### config.mk
export PLATFORM = sky130hd
export DESIGN_NAME = sccb_target_flat
export DESIGN_NICKNAME = d
export VERILOG_FILES = /design/src/rtl/sccb_pkg.sv /design/src/rtl/sccb_target_if.sv /design/src/rtl/sccb_line_sync.sv /design/src/rtl/sccb_target.sv /design/src/flat_wrapper.sv
export SDC_FILE = /design/constraint.sdc
export NUM_CORES = 1
export LEC_CHECK = 0
export CAP_MARGIN = 20
export CELL_PAD_IN_SITES_DETAIL_PLACEMENT = 1
export CELL_PAD_IN_SITES_GLOBAL_PLACEMENT = 1
export CORE_MARGIN = 1
export CORE_UTILIZATION = 37
export DETAILED_ROUTE_END_ITERATION = 8
export PLACE_DENSITY = 0.87
export REMOVE_ABC_BUFFERS = 1
export SETUP_SLACK_MARGIN = 0.02
export SLEW_MARGIN = 20
export SYNTH_ARGS = -nofsm -noshare
export SYNTH_HDL_FRONTEND = slang
export SYNTH_SLANG_ARGS = --single-unit
### constraint.sdc
create_clock -name clk -period 1.9 [get_ports clk]
set_input_delay 0.38 -clock clk [delete_from_list [all_inputs] [get_ports clk]]
set_output_delay 0.38 -clock clk [all_outputs]
set_load 0.01 [all_outputs]
### src/rtl/sccb_pkg.sv
// sccb_pkg: FSM state encoding and bus constants shared by the SCCB target files
package sccb_pkg;
    typedef enum logic [3:0] {
        IDLE, DEV, DEV_ACK, REG, REG_ACK, WDATA, WDATA_ACK, RDATA, RD_MACK, IGNORE
    } state_t;
    localparam logic [6:0] DEF_DEV_ADDR = 7'h30;
    localparam int         MIN_SYNC     = 2;
    localparam logic       BUS_IDLE     = 1'b1;
endpackage

### src/rtl/sccb_target_if.sv
// sccb_target_if: SCCB pins plus the register-file strobe/read port of the target
interface sccb_target_if;
    logic       scl_in, sda_in, sda_oe, wr_en, busy;
    logic [7:0] wr_addr, wr_data, rd_addr, rd_data;
    modport slave (input scl_in, sda_in, rd_data, output sda_oe, wr_en, wr_addr, wr_data, rd_addr, busy);
    modport master (output scl_in, sda_in, rd_data, input sda_oe, wr_en, wr_addr, wr_data, rd_addr, busy);
endinterface

### src/rtl/sccb_line_sync.sv
// sccb_line_sync: synchronizes SCL/SDA and flags SCL edges, START and STOP
module sccb_line_sync
    import sccb_pkg::*;
#(
    parameter int SYNC_STAGES = 2
) (
    input  logic clk,
    input  logic reset_n,
    input  logic scl_in,
    input  logic sda_in,
    output logic scl_rise,
    output logic scl_fall,
    output logic start,
    output logic stop,
    output logic sda
);
    localparam int N = SYNC_STAGES < MIN_SYNC ? MIN_SYNC : SYNC_STAGES;
    // bit N holds the previous synchronized sample for edge detection
    logic [N:0] scl_r, sda_r;
    always_ff @(posedge clk) begin
        if (!reset_n) begin
            scl_r <= {(N+1){BUS_IDLE}};
            sda_r <= {(N+1){BUS_IDLE}};
        end else begin
            scl_r <= {scl_r[N-1:0], scl_in};
            sda_r <= {sda_r[N-1:0], sda_in};
        end
    end
    assign sda      = sda_r[N-1];
    assign scl_rise = scl_r[N-1] & ~scl_r[N];
    assign scl_fall = ~scl_r[N-1] & scl_r[N];
    assign start    = scl_r[N-1] & scl_r[N] & sda_r[N] & ~sda_r[N-1];
    assign stop     = scl_r[N-1] & scl_r[N] & ~sda_r[N] & sda_r[N-1];
endmodule

### src/rtl/sccb_target.sv
// sccb_target: SCCB responder turning OV2640-addressed bus transfers into register-file strobes
module sccb_target
    import sccb_pkg::*;
#(
    parameter logic [6:0] DEV_ADDR    = DEF_DEV_ADDR,
    parameter bit         AUTO_INC    = 1'b1,
    parameter int         SYNC_STAGES = 2
) (
    input logic          clk,
    input logic          reset_n,
    sccb_target_if.slave bus
);
    logic       scl_rise, scl_fall, start, stop, sda;
    state_t     state, state_n;
    logic [3:0] cnt, cnt_n;
    logic [7:0] shift, shift_n, ptr, ptr_n, wr_addr, wr_addr_n, wr_data, wr_data_n, rx_byte;
    logic       sda_oe, sda_oe_n, wr_en, wr_en_n, busy, busy_n;

    sccb_line_sync #(.SYNC_STAGES(SYNC_STAGES)) u_sync (
        .clk(clk), .reset_n(reset_n), .scl_in(bus.scl_in), .sda_in(bus.sda_in),
        .scl_rise(scl_rise), .scl_fall(scl_fall), .start(start), .stop(stop), .sda(sda)
    );

    assign rx_byte     = {shift[6:0], sda};
    assign bus.sda_oe  = sda_oe;
    assign bus.wr_en   = wr_en;
    assign bus.wr_addr = wr_addr;
    assign bus.wr_data = wr_data;
    assign bus.rd_addr = ptr;
    assign bus.busy    = busy;

    always_ff @(posedge clk) begin
        if (!reset_n) begin
            state   <= IDLE;
            cnt     <= '0;
            shift   <= '0;
            ptr     <= '0;
            sda_oe  <= 1'b0;
            wr_en   <= 1'b0;
            wr_addr <= '0;
            wr_data <= '0;
            busy    <= 1'b0;
        end else begin
            state   <= state_n;
            cnt     <= cnt_n;
            shift   <= shift_n;
            ptr     <= ptr_n;
            sda_oe  <= sda_oe_n;
            wr_en   <= wr_en_n;
            wr_addr <= wr_addr_n;
            wr_data <= wr_data_n;
            busy    <= busy_n;
        end
    end

    always_comb begin
        state_n   = state;
        cnt_n     = cnt;
        shift_n   = shift;
        ptr_n     = (wr_en && AUTO_INC) ? ptr + 8'd1 : ptr;
        sda_oe_n  = sda_oe;
        wr_en_n   = 1'b0;
        wr_addr_n = wr_addr;
        wr_data_n = wr_data;
        busy_n    = busy;
        if (start) begin
            state_n  = DEV;
            cnt_n    = '0;
            busy_n   = 1'b1;
            sda_oe_n = 1'b0;
        end else if (stop) begin
            state_n  = IDLE;
            cnt_n    = '0;
            busy_n   = 1'b0;
            sda_oe_n = 1'b0;
        end else begin
            case (state)
                DEV, REG, WDATA: if (scl_rise) begin
                    shift_n = rx_byte;
                    cnt_n   = cnt + 4'd1;
                    if (cnt == 4'd7) begin
                        cnt_n   = '0;
                        state_n = (state == DEV) ? ((rx_byte[7:1] == DEV_ADDR) ? DEV_ACK : IGNORE)
                                                 : ((state == REG) ? REG_ACK : WDATA_ACK);
                        if (state == REG) ptr_n = rx_byte;
                    end
                end
                // first fall after the byte drives ACK, the second releases it and moves on
                DEV_ACK, REG_ACK, WDATA_ACK: if (scl_fall) begin
                    sda_oe_n = ~sda_oe;
                    if (!sda_oe && state == WDATA_ACK) begin
                        wr_en_n   = 1'b1;
                        wr_addr_n = ptr;
                        wr_data_n = shift;
                    end
                    if (sda_oe) begin
                        state_n = (state != DEV_ACK) ? WDATA : (shift[0] ? RDATA : REG);
                        if (state == DEV_ACK && shift[0]) begin
                            shift_n  = bus.rd_data;
                            sda_oe_n = ~bus.rd_data[7];
                        end
                    end
                end
                RDATA: begin
                    if (scl_rise) cnt_n = cnt + 4'd1;
                    if (scl_fall) begin
                        if (cnt == 4'd8) begin
                            sda_oe_n = 1'b0;
                            cnt_n    = '0;
                            state_n  = RD_MACK;
                        end else begin
                            shift_n  = {shift[6:0], 1'b0};
                            sda_oe_n = ~shift[6];
                        end
                    end
                end
                // cnt==1 marks a received master ACK awaiting the reload fall
                RD_MACK: begin
                    if (scl_rise) begin
                        if (sda) state_n = IGNORE;
                        else begin
                            cnt_n = 4'd1;
                            if (AUTO_INC) ptr_n = ptr + 8'd1;
                        end
                    end
                    if (scl_fall && cnt == 4'd1) begin
                        shift_n  = bus.rd_data;
                        sda_oe_n = ~bus.rd_data[7];
                        cnt_n    = '0;
                        state_n  = RDATA;
                    end
                end
                default: ;
            endcase
        end
    end
endmodule

### src/flat_wrapper.sv
// flat-port wrapper written by rule: the top's interface ports become plain ports
module sccb_target_flat import sccb_pkg::*;
#(
    parameter logic [6:0] DEV_ADDR    = DEF_DEV_ADDR,
    parameter bit         AUTO_INC    = 1'b1,
    parameter int         SYNC_STAGES = 2
)
  (clk, reset_n, bus_scl_in, bus_sda_in, bus_rd_data, bus_sda_oe, bus_wr_en, bus_wr_addr, bus_wr_data, bus_rd_addr, bus_busy);
  sccb_target_if bus_i ();
  input logic clk;
  input logic reset_n;
  input wire logic [$bits(bus_i.scl_in)-1:0] bus_scl_in;
  input wire logic [$bits(bus_i.sda_in)-1:0] bus_sda_in;
  input wire logic [$bits(bus_i.rd_data)-1:0] bus_rd_data;
  output wire logic [$bits(bus_i.sda_oe)-1:0] bus_sda_oe;
  output wire logic [$bits(bus_i.wr_en)-1:0] bus_wr_en;
  output wire logic [$bits(bus_i.wr_addr)-1:0] bus_wr_addr;
  output wire logic [$bits(bus_i.wr_data)-1:0] bus_wr_data;
  output wire logic [$bits(bus_i.rd_addr)-1:0] bus_rd_addr;
  output wire logic [$bits(bus_i.busy)-1:0] bus_busy;
  assign bus_i.scl_in = bus_scl_in;
  assign bus_i.sda_in = bus_sda_in;
  assign bus_i.rd_data = bus_rd_data;
  assign bus_sda_oe = bus_i.sda_oe;
  assign bus_wr_en = bus_i.wr_en;
  assign bus_wr_addr = bus_i.wr_addr;
  assign bus_wr_data = bus_i.wr_data;
  assign bus_rd_addr = bus_i.rd_addr;
  assign bus_busy = bus_i.busy;
  sccb_target #(.DEV_ADDR(DEV_ADDR), .AUTO_INC(AUTO_INC), .SYNC_STAGES(SYNC_STAGES)) u_core (.clk(clk), .reset_n(reset_n), .bus(bus_i));
endmodule
### Word level (Yosys, flattened, before mapping)

Index checks and enable logic that the tools add are counted.

| word-level totals | value |
|---|---|
| bits in registers | 49 |
| word-level logic and storage cells | 138 |

| operators by class | value |
|---|---|
| add/subtract/negate cells | 2 |
| equal/unequal tests | 33 |
| multiplexer cells | 53 |
| bitwise operators | 19 |
| reductions and logical operators | 19 |

Operator list:

| cell | count |
|---|---|
| 8-bit 2-to-1 mux | 15 |
| 4-bit 2-to-1 mux | 20 |
| 8-bit one-hot mux with 4 select lines | 1 |
| 4-bit by 1-bit inequality test with 1-bit output (second input constant) | 6 |
| 4-bit by 3-bit == test with 1-bit output (second input constant) | 5 |
| 9-bit AND reduction | 2 |
| 2-bit by 1-bit inequality test with 1-bit output (second input constant) | 8 |
| 4-bit one-hot mux with 4 select lines | 1 |
| 8-bit one-hot mux with 2 select lines | 1 |
| 1-bit inverter | 12 |
| 4-bit one-hot mux with 3 select lines | 1 |
| 1-bit 2-to-1 mux | 11 |
| 10-bit AND reduction | 1 |
| 3-bit OR reduction | 3 |
| 8-bit by 1-bit adder with 8-bit output (second input constant) | 1 |
| 4-bit by 1-bit == test with 1-bit output (second input constant) | 2 |
| 4-bit by 2-bit == test with 1-bit output (second input constant) | 2 |
| 4-bit == test (second input constant) | 2 |
| 4-bit AND reduction | 2 |
| 1-bit AND | 7 |
| 7-bit by 6-bit == test with 1-bit output (second input constant) | 1 |
| 3-bit by 2-bit inequality test with 1-bit output (second input constant) | 2 |
| 3-bit nonzero test | 2 |
| 6-bit nonzero test | 1 |
| other kinds (15) | 17 |

### Longest topological paths before layout

| depth | value |
|---|---|
| depth after elaboration | 8 |
| mapped depth | 9 |

### By module

Synthesis repeated with hierarchy kept, for this count alone.

| unflattened totals | value |
|---|---|
| cell total of the unflattened synthesis | 328 |
| area total of the unflattened synthesis | 2795.2 um^2 |

Modules (own cells, without submodules):

| module | instances | cells each | area each (um^2) | seq. area each (um^2) |
|---|---|---|---|---|
| sccb_target | 1 | 312 | 2605.0 | 860.8 |
| sccb_line_sync | 1 | 16 | 190.2 | 120.1 |

### Worst setup path after synthesis

No wires, ideal clock.

| path | value |
|---|---|
| path kind | register to register |
| from | register u_core.state[2] |
| to | register u_core.shift[1] |
| library setup time | 0.091 ns |
| arrival time | 1.869 ns |
| slack | -0.060 ns |
| stages on the path, launching flop included | 9 |
| path buffers | 4 |
| clock period less this slack | 1.960 ns |
| cell sequence | dfxtp_1 > buf_6 > or4b_4 > buf_6 > a21o_1 > and4_4 > buf_6 > buf_8 > a311oi_1 |

| between the ends | value |
|---|---|
| longest elaborated chain between the ends | 4 |
| elaborated cells between the ends (all ways) | 21 |

RTL lines:

| what | RTL line | source |
|---|---|---|
| from (decl) | sccb_target.sv:14 | `state_t state, state_n;` |
| from (signal assigned) | sccb_target.sv:44 | `state <= state_n;` |
| 4-bit by 3-bit == test with 1-bit output, or another cell as far along | sccb_target.sv:77 | `case (state)` |
| 3-bit OR reduction / 1-bit logical AND (equally long branches) | sccb_target.sv:77, sccb_target.sv:98 |  |
| 2-bit by 1-bit inequality test with 1-bit output (no source line) / 4-bit nonzero test (equally long branches) | - |  |
| 10-bit AND reduction (no source line) | - |  |
| to (signal assigned) | sccb_target.sv:46 | `shift <= shift_n;` |
| to (decl) | sccb_target.sv:16 | `logic [7:0] shift, shift_n, ptr, ptr_n, wr_addr, wr_addr_n, wr_data, wr_data_n, rx_byte;` |

Several ways; a longest one is shown, not always the timed one.
A chain may end at the register's enable or synchronous reset.

### Worst setup path in the final report

| path | value |
|---|---|
| from | register u_core.state[1] |
| to | register u_core.shift[5] |

Same word-level chain as after synthesis.

==> results.ini <==
[synth]
synth.ff_latch_count=49
post_synth_inst_count=309
ys_warn_count=0
synth.lib_cells_used.distinct=62
synthArstFlopShare_pct=0
mappedNetlistArea_um2=2750
portion_of_the_post_synthesis_area_used_by_sequential_elements_pct=35.7
syn_avg_cell_area_um2=8.90
postSynth.topFlopCell=sky130_fd_sc_hd__dfxtp_1
synth_edf_count=0

[global_route]
grt_pass1_wl_mm=14.7
largest_net_degree_at_the_start_of_global_routing=20
grt_antenna_before_repair=0
grt_usage_pct=24.7
globalRoute.totalOverflow=0
first_global_vias=2871

[power_and_ir_drop]
switch_pwr_w=0.00195
power.combinational.fraction_pct=55.4
power_density_nw_per_um2=1200
cellInternalPower_w=0.00256
power.sequential.fraction_pct=29.5
clockPowerShare_pct=15.2
cellLeakagePower_nw=1.48
ir_drop_v=0.000392
p_sw_share_pct=43.2

[cells_and_area]
flow.area_growth_from_synthesis_pct=36.2
final_layout_size_suffix_gt1_share_pct=25.7
num_antenna_cells=0
num-nets-final=396

[die]
core_area_um2=7210
floorplan.initialDensity_pct=38.1
design.die.area_um2=7790
std_cell_rows=31
num_io_pins=39
die_width_um=88.2
fp.dieH_um=88.2

[drt]
drt_pre_antenna_iters=5
wl_per_cell_um=19.1
via_per_inst=5.73
dr_total_vias=2749
remaining_drc_errors=0
detail_route.iter0.violations=133
detail-route-antenna-nets=0
routed_wl_mm=9.18

[placement]
place.port_buffers=38
hpwlAfterDp_mm=6.41
dp_slack_ns=-0.183
globalplace.congestion=0.958

[sta]
worst_slew_pin_slew_ns=0.595
hold_ws_ns=0.418
maxSlewViolCount=0
setup-tns-final_ns=-0.164
hold_viol_final=0
timing.final.crit_period_ns=1.96
finalClockSkew_ns=0.0142
achievable-frequency_mhz=511
rsz_0062_raised_after_global_routing=yes
final.setup.worst_slack_ns=-0.0557
final_min_period_over_clock_period_pct=103
slew_headroom_pct=60.2
setup_viol=9

[clock_tree]
cts-htree-levels=2
ctsRootBufferMaster=sky130_fd_sc_hd__clkbuf_8
worstSkewPairLatency_ns=0.32
cts_buffer_depth=2
numClockSinks=49
tritoncts=yes
tritoncts.num_buffers=5
clk_pin_slew_worst_paths_ns=0.11
post_cts_hold_buffer_count=0

[hold_path]
hold-path-cell-count=1
hold_path_startpoint=u_core.u_sync.sda_r[0]
min_to=u_core.u_sync.sda_r[1]
holdCritPathClass=flop to flop

[run_status]
run_status=complete, but fails checks
violations=negative setup slack

[critical_path]
critical_path_required_ns=2.12
reg2reg_from=u_core.state[1]
setup.worst_path.end_class=flop
crit-reg2reg-capture=u_core.shift[5]
crit_arrival_ns=2.18
cp-start-kind=flop
r2r_setup_slack_ns=-0.06
critical_path.max_fanout=8
timing.setup.critical_path_class=flop to flop
worst-r2r-cell-count=5

[flow_run]
max_cap_violations=0

layout make-up:
type | instances | area (um^2)
multi-input cells | 231 | 1750
flip-flops and latches | 49 | 995
clock inverters | 3 | 26.3
repair buffers | 86 | 753
fillers | 859 | 3470
inverters | 7 | 26.3
clock buffers | 5 | 68.8
well taps | 99 | 124
repair_timing:
| item | CTS | global route |
|---|---|---|
| gates resized for setup | 14 | 25 |
| cloned | 1 | 0 |
| pin swaps | 13 | 3 |
| endpoints found under the setup margin | 15 | 26 |
| buffers inserted | 2 | 0 |
critical path, cell delays in order (launching register included):
cell and delay (ns):
sky130_fd_sc_hd__dfxtp_2 0.37, sky130_fd_sc_hd__or4b_4 0.62, sky130_fd_sc_hd__o311ai_4 0.15, sky130_fd_sc_hd__and4_4 0.37, sky130_fd_sc_hd__a21oi_2 0.08, sky130_fd_sc_hd__a311oi_1 0.27
worst max path at each step:
stage,from,endpoint,slack (ns),depth (start not counted)
global placement,u_core.state[0],u_core.state[0],-0.10,5
CTS,u_core.state[2],u_core.state[0],-0.02,6
floorplan,u_core.state[2],u_core.shift[1],-0.20,4
finish,u_core.state[1],u_core.shift[5],-0.06,5
global route,u_core.state[1],u_core.cnt[0],-0.08,5
detailed placement,u_core.state[0],u_core.state[0],-0.18,5
kinds of logic after synthesis:
group           synth area share, %
simple gates                   20.1
compound gates                 23.6
flops                          35.7
buf+inv                        5.64
mux                            9.10
xor+xnor                       4.14
fa+ha+maj                      1.82
routing by layer:
layer | up-vias | global-route usage [%] | wire, um
met5 | - | 0 | 0
met4 | 0 | 7.92 | 110
met3 | 10 | 3.45 | 445
met2 | 85 | 42.5 | 4590
met1 | 1358 | 31.9 | 4030
li1 | 1296 | - | -
synthesized netlist by cell type (all sizes together), types with 3 or more instances:
cell | instances | area, um^2
nor3 | 8 | 40.0
nor3b | 5 | 37.5
a221o | 4 | 40.0
a211oi | 3 | 22.5
and4 | 3 | 28.8
dfxtp | 49 | 981
a22oi | 5 | 37.5
mux2i | 25 | 250
xor2 | 3 | 26.3
ha | 4 | 50.1
a31oi | 3 | 18.8
a21oi | 21 | 116
clkbuf | 10 | 37.5
o22ai | 4 | 25.0
inv | 7 | 26.3
buf | 13 | 91.3
a21o | 4 | 30.0
nand4 | 3 | 25.0
a311oi | 9 | 78.8
nand2 | 15 | 56.3
nand2b | 13 | 81.3
xnor2 | 10 | 87.6
nand3 | 6 | 30.0
o21ai | 13 | 65.1
nor2 | 29 | 109
nor2b | 3 | 18.8
cells in the final DEF, fill, tap and decap left out, types with 7 or more instances in the layout:
cell type                          n
sky130_fd_sc_hd__buf_4            47
sky130_fd_sc_hd__dfxtp_1          40
sky130_fd_sc_hd__clkdlybuf4s50_1  38
sky130_fd_sc_hd__nor2_1           28
sky130_fd_sc_hd__mux2i_1          25
sky130_fd_sc_hd__a21oi_1          16
sky130_fd_sc_hd__nand2_1          15
sky130_fd_sc_hd__nand2b_1         11
sky130_fd_sc_hd__o21ai_0          11
sky130_fd_sc_hd__xnor2_1          10
sky130_fd_sc_hd__a311oi_1          8
sky130_fd_sc_hd__dfxtp_2           8
sky130_fd_sc_hd__nor3_1            7
through the flow:
stage / total power, W / instances / utilization [%] / area [um^2]
detailed placement: 0.00345 / 469 / 48.3 / 3480
floorplan: 0.00256 / 286 / - / 2620
global placement: 0.00335 / 469 / 48.3 / 3480
global route: 0.00473 / 480 / 51.9 / 3750
CTS: 0.00432 / 480 / 50.7 / 3660
finish: 0.00451 / 480 / 51.9 / 3750
flip-flops by register name (all words and copies together) (netlist names):
register             flops
u_core.bus.rd_addr       8
u_core.bus.wr_addr       8
u_core.bus.wr_data       8
u_core.shift             8
u_core.cnt               4
u_core.state             4
u_core.u_sync.scl_r      3
u_core.u_sync.sda_r      3
u_core.bus.busy          1
u_core.bus.sda_oe        1
u_core.bus.wr_en         1
power groups by stage:
stage / registers [W] / logic, W / clock network (W)
final: 0.00133 / 0.00249 / 0.000683
after global routing: 0.00134 / 0.00264 / 0.000745
after floorplan: 0.00135 / 0.00121 / 0
after detailed placement: 0.00132 / 0.00214 / 0
after global placement: 0.00131 / 0.00204 / 0
after CTS: 0.00130 / 0.00232 / 0.000695
Note: power is estimated with default switching activity, not from simulation.
